### config.mk
export PLATFORM = sky130hd
export DESIGN_NAME = maze_walker
export DESIGN_NICKNAME = d
export VERILOG_FILES = /design/src/rtl/maze_walker.sv
export SDC_FILE = /design/constraint.sdc
export NUM_CORES = 1
export LEC_CHECK = 0
export CORE_MARGIN = 4
export CORE_UTILIZATION = 35
export CTS_CLUSTER_DIAMETER = 100
export DETAILED_ROUTE_END_ITERATION = 8
export GPL_TIMING_DRIVEN = 0
export PLACE_DENSITY = 0.69
export REMOVE_ABC_BUFFERS = 1
export SLEW_MARGIN = 10
export SYNTH_ARGS = -nofsm -noshare
export SYNTH_HDL_FRONTEND = slang
export SYNTH_SLANG_ARGS = --single-unit
export TNS_END_PERCENT = 20
### constraint.sdc
create_clock -name clk -period 6.9 [get_ports clk]
set_clock_uncertainty 0.15 [all_clocks]
set_input_delay 1.38 -clock clk [delete_from_list [all_inputs] [get_ports clk]]
set_output_delay 1.38 -clock clk [all_outputs]
set_load 0.02 [all_outputs]
### src/rtl/maze_walker.sv
// maze_walker: right-hand wall follower over a snapshot of a 16x16 maze bitmap
// (bit x+16*y, 1 = open). One move per clock; reports position, heading,
// step count and a done/fail verdict.
// Optional visited-cell map: define MAZE_WALKER_TRAIL_EN to enable trail_data.
module maze_walker #(
    parameter int unsigned MAX_STEPS = 1023,
    parameter int unsigned STEP_W    = 10
) (
    input  logic              clk,
    input  logic              rst,
    input  logic              start,
    input  logic              maze_ready,
    input  logic [255:0]      maze_data,
    input  logic [3:0]        start_x,
    input  logic [3:0]        start_y,
    input  logic [3:0]        goal_x,
    input  logic [3:0]        goal_y,
    output logic [3:0]        curr_x,
    output logic [3:0]        curr_y,
    output logic [1:0]        heading,
    output logic [STEP_W-1:0] step_count,
    output logic              busy,
    output logic              done,
    output logic              fail,
    output logic [255:0]      trail_data
);

    typedef enum logic [1:0] {StIdle, StWalk, StDone, StFail} state_e;

    state_e       state;
    logic [255:0] snapshot;

    logic [3:0] nb_open;   // indexed by absolute direction 0=N 1=E 2=S 3=W
    logic       found;
    logic [1:0] mv_dir;
    logic [1:0] cand;
    logic [3:0] nx;
    logic [3:0] ny;
    logic       cur_open;
    logic       at_goal;
    logic       at_limit;
    logic       accept;
    logic       do_move;

    // Index is formed at 9 bits so x+16*y can never wrap onto another cell.
    function automatic logic cell_open(input logic [255:0] m, input logic [3:0] x,
                                       input logic [3:0] y);
        logic [8:0] idx;
        idx = {5'd0, x} + {1'b0, y, 4'd0};
        return (idx < 9'd256) && m[idx[7:0]];
    endfunction

    assign cur_open = cell_open(snapshot, curr_x, curr_y);
    assign at_goal  = (curr_x == goal_x) && (curr_y == goal_y);
    assign at_limit = (step_count == STEP_W'(MAX_STEPS));
    assign accept   = (state != StWalk) && start && maze_ready;
    assign do_move  = (state == StWalk) && cur_open && !at_goal && !at_limit && found;

    // Open-ness of the four neighbours; off-grid cells count as walls.
    always_comb begin
        nb_open[0] = (curr_y != 4'd0)  && cell_open(snapshot, curr_x, curr_y - 4'd1);
        nb_open[1] = (curr_x != 4'd15) && cell_open(snapshot, curr_x + 4'd1, curr_y);
        nb_open[2] = (curr_y != 4'd15) && cell_open(snapshot, curr_x, curr_y + 4'd1);
        nb_open[3] = (curr_x != 4'd0)  && cell_open(snapshot, curr_x - 4'd1, curr_y);
    end

    // Pick the first open direction in order right, forward, left, back.
    // Relative offsets 1,0,3,2 are exactly k ^ 1 for k = 0..3.
    always_comb begin
        found  = 1'b0;
        mv_dir = heading;
        cand   = 2'd0;
        for (int k = 0; k < 4; k++) begin
            cand = heading + (2'(k) ^ 2'b01);
            if (!found && nb_open[cand]) begin
                found  = 1'b1;
                mv_dir = cand;
            end
        end
    end

    // Destination cell for the chosen direction.
    always_comb begin
        nx = curr_x;
        ny = curr_y;
        unique case (mv_dir)
            2'd0: ny = curr_y - 4'd1;
            2'd1: nx = curr_x + 4'd1;
            2'd2: ny = curr_y + 4'd1;
            2'd3: nx = curr_x - 4'd1;
        endcase
    end

    // Walker FSM with registered outputs.
    always_ff @(posedge clk) begin
        if (rst) begin
            state      <= StIdle;
            snapshot   <= '0;
            curr_x     <= 4'd0;
            curr_y     <= 4'd0;
            heading    <= 2'd0;
            step_count <= '0;
            busy       <= 1'b0;
            done       <= 1'b0;
            fail       <= 1'b0;
        end else begin
            case (state)
                StWalk: begin
                    if (!cur_open || (!at_goal && (at_limit || !found))) begin
                        state <= StFail;
                        busy  <= 1'b0;
                        fail  <= 1'b1;
                    end else if (at_goal) begin
                        state <= StDone;
                        busy  <= 1'b0;
                        done  <= 1'b1;
                    end else begin
                        curr_x     <= nx;
                        curr_y     <= ny;
                        heading    <= mv_dir;
                        step_count <= step_count + STEP_W'(1);
                    end
                end
                default: begin
                    if (accept) begin
                        state      <= StWalk;
                        snapshot   <= maze_data;
                        curr_x     <= start_x;
                        curr_y     <= start_y;
                        heading    <= 2'd1;
                        step_count <= '0;
                        busy       <= 1'b1;
                        done       <= 1'b0;
                        fail       <= 1'b0;
                    end
                end
            endcase
        end
    end

`ifdef MAZE_WALKER_TRAIL_EN
    // Visited-cell map: seeded with the start cell, grows with each move.
    always_ff @(posedge clk) begin
        if (rst) begin
            trail_data <= '0;
        end else if (accept) begin
            trail_data <= 256'd1 << {start_y, start_x};
        end else if (do_move) begin
            trail_data[{ny, nx}] <= 1'b1;
        end
    end
`else
    assign trail_data = '0;
    logic unused_move;
    assign unused_move = do_move;
`endif

endmodule

==> reports/qor.csv <==
metric;value;unit
combPwrFrac;33.6;%
period_needed;6.46;ns
drc;0;
antenna_found_initial;10;
htree_levels;2;
coreArea;56600;um^2
numCtsBuffers;37;
grt-ovfl-total;0;
cpPeakStageDelay;0.76;ns
synthDistinctLibCells;87;
drv_cap;0;
cts_sinks;281;
start_kind;flop;
drive_above_1_share;11.6;%
synth_seq_cells;281;
wl_per_cell;21.0;um
synth_seq_area_share;28.0;%
netSwitchingPower;2070;uW
status;finished clean;
rsz0062_at_grt;false;
power_leakage;0.00868;uW
synth.area.top_cells;dfxtp_1, mux4_2, nand2_1;
cp_cell_sequence;buf_16 > inv_1 > ha_4 > buf_12 > buf_12 > mux4_2 > nand2_1 > nand3_1 > a21oi_1 > o31ai_1 > o31ai_1 > o21ai_2 > nor4_2 > nor3_4 > o21bai_4 > nor2_2 > a221o_1;
die_h;248;um
crit_slowest_cell;dfxtp_4;
netlist_instances;2412;
pwr-share-clk;34.9;%
final-setup-viol-count;0;
cts_tree;built;
max_freq;155;MHz
finalWirelength;71000;um
syn_area;20100;um^2
slew_viol_final;0;
die_area;61300;um^2
grt_pass1_wl;103000;um
async_flop_share;0;%
path_clk_slew;0.06;ns
start_util;35.5;%
regArea;5640;um^2
drt_iter0_drc;1362;
power.internal;3800;uW
multi_input_area;12600;um^2
nFillCells;5674;
power_density;242;nW/um^2
crit_arrival;6.74;ns
grt_max_degree;120;
swShare;35.3;%
dieWidth;248;um
crit_path_max_fanout;54;
nNetsFinal;2868;
ir_drop;0.144;mV
routed_via_density;5.28;
clkLatencyLatePin;0.56;ns
synth_area_per_cell;8.33;um^2
fin_util;42.9;%
area_growth;20.9;%
crit_buf_inv;4;
crit_type;flop to flop;
routabilityCongestion;0.811;
fin_crit_sh;93.7;%
synth_top_area_cell;dfxtp_1;
slew-limit-headroom;21.1;%
crit_path_end_kind;flop;
grt_pass1_vias;16460;
cts_buffer_depth;3;
synthFlopType;dfxtp_1;
crit_required;7.17;ns
pre_cts_ws;-0.565;ns
synth_top_area_share;28.0;%
ios;555;
dp_hpwl;50300;um
path_delay_family;compound AO/OA/AOI/OAI gates;
hold_viol_final;0;
worst_pin_slew;1.18;ns
yosys_warnings;0;
rows;87;
grt_use_total;21.9;%
synth_edf_count;0;
cts_root_buf;clkbuf_16;
io_buffers;298;
seq_power_share;31.5;%
hp-class;flop to flop;
drt_pass1_iterations;5;
vias;17832;
fin_ws;0.436;ns
detail-route-antenna-nets;0;
-- metal layers --
metal  wire length (um)  global-route usage (%)  vias up  part of all wire, %
met2              34600                    36.3      735                   49
li1                   -                       -     8395                    -
met1              29200                    28.8     8585                   41
met5                 42                       0        -                0.059
met3               5500                    4.82      111                  7.7
met4               1610                    6.40        6                  2.3
-- what timing repair did --
item | CTS | global route
pin swaps | 0 | 1
setup buffers | 0 | 1
endpoints found under the setup margin | 23 | 20
hold buffers | 0 | 0
resized for setup | 3 | 2
-- cells in the final DEF, fill, tap and decap left out, drive strengths merged, types with 5 or more instances in the layout --
cell type      synthesis  final
inv                   16     19
nor2                  43     43
xnor2                  7      7
nand4                 17     17
mux2i                121    121
nand2                672    672
clkdlybuf4s50          0    297
or3                    7      7
mux4                 137    137
a21oi                285    285
and2                   9      9
a221o                  6      6
ha                     6      6
a22oi                 34     34
dfxtp                281    281
diode                  0      7
nand3                 48     48
a211oi                21     21
nor3b                 11     11
a2111oi               10     10
or2                    5      5
nand3b                 7      7
nor4                  10     10
a31oi                 15     15
xor2                  15     15
clkbuf               119     52
o21ai                 26     26
mux2                  27     27
nor3                  20     20
buf                  334     36
nor2b                  9      9
o211ai                11     11
nand2b                 5      5
a32oi                 12     12
clkinv                 1      6
conb                   1    256
o31ai                  6      6
-- Yosys cell counts, drive strengths merged, types with 6 or more instances --
library cell and n:
nand2 672, buf 334, a21oi 285, dfxtp 281, mux4 137, mux2i 121, clkbuf 119, nand3 48
nor2 43, a22oi 34, mux2 27, o21ai 26, a211oi 21, nor3 20, nand4 17, inv 16
a31oi 15, xor2 15, a32oi 12, nor3b 11, o211ai 11, a2111oi 10, nor4 10, and2 9
nor2b 9, nand3b 7, or3 7, xnor2 7, a221o 6, ha 6, o31ai 6
-- power by group through the flow --
stage | sequential (uW) | combinational [uW] | clock (uW)
floorplan | 1890 | 1180 | 0
global placement | 1960 | 1870 | 0
detailed placement | 1880 | 1960 | 0
CTS | 1840 | 1960 | 2110
global route | 1860 | 2110 | 2170
finish | 1850 | 1970 | 2050
-- path summary, 6_finish.rpt --
kind | from | endpoint | slack [ns] | cells after the start
max reg2reg | curr_x[0] | curr_y[2] | 0.44 | 17
max | curr_x[0] | curr_y[2] | 0.44 | 17
min reg2reg | done | done | 0.31 | 2
min | done | done | 0.31 | 2
-- worst min-delay path, stage by stage (launching register included) --
cell,delay [ns]
dfxtp_1,0.30
nand2_1,0.05
a21oi_1,0.06
-- kinds of logic (layout without fill, tap and decap cells) --
logic type | after synthesis | after routing | synth area share [%]
and+or+nand+nor | 875 | 875 | 18.2
AOI/OAI and AO/OA | 472 | 472 | 14.5
buffers and inverters | 470 | 416 | 14.9
muxes | 285 | 285 | 22.9
DFF | 281 | 281 | 28.0
xor gates and xnor gates | 22 | 22 | 1.07
adders and majority gates | 6 | 6 | 0.374
other | 1 | 263 | 0.0187
-- state kept, by name (all words and copies together) (netlist names) --
| name | flops |
|---|---|
| busy | 1 |
| curr_x | 4 |
| curr_y | 4 |
| done | 1 |
| fail | 1 |
| heading | 2 |
| snapshot | 256 |
| state | 2 |
| step_count | 10 |
-- area by class of cell --
type	instances	share of cell area, %
antenna	7	0.0721
inverter	17	0.263
clock inverter	14	0.809
clock buffer	52	4.50
multi-input combinational	1916	51.7
timing repair buffer	333	15.6
sequential	281	23.2
tap	756	3.89
-- through the flow --
step / area [um^2] / TNS, ns / std cells / hold WS (ns) / total power [uW]
2_1_floorplan: 18100 / -173.33 / 2214 / 0.287 / 3060
3_3_place_gp: 22100 / -1552.32 / 3268 / 0.294 / 3830
3_5_place_dp: 22900 / -8.12 / 3302 / 0.304 / 3840
4_1_cts: 24200 / 0 / 3368 / 0.311 / 5920
5_1_grt: 24300 / 0 / 3373 / 0.344 / 6140
6_report: 24300 / 0 / 3376 / 0.311 / 5870
Power figures use the tool's default switching activity.
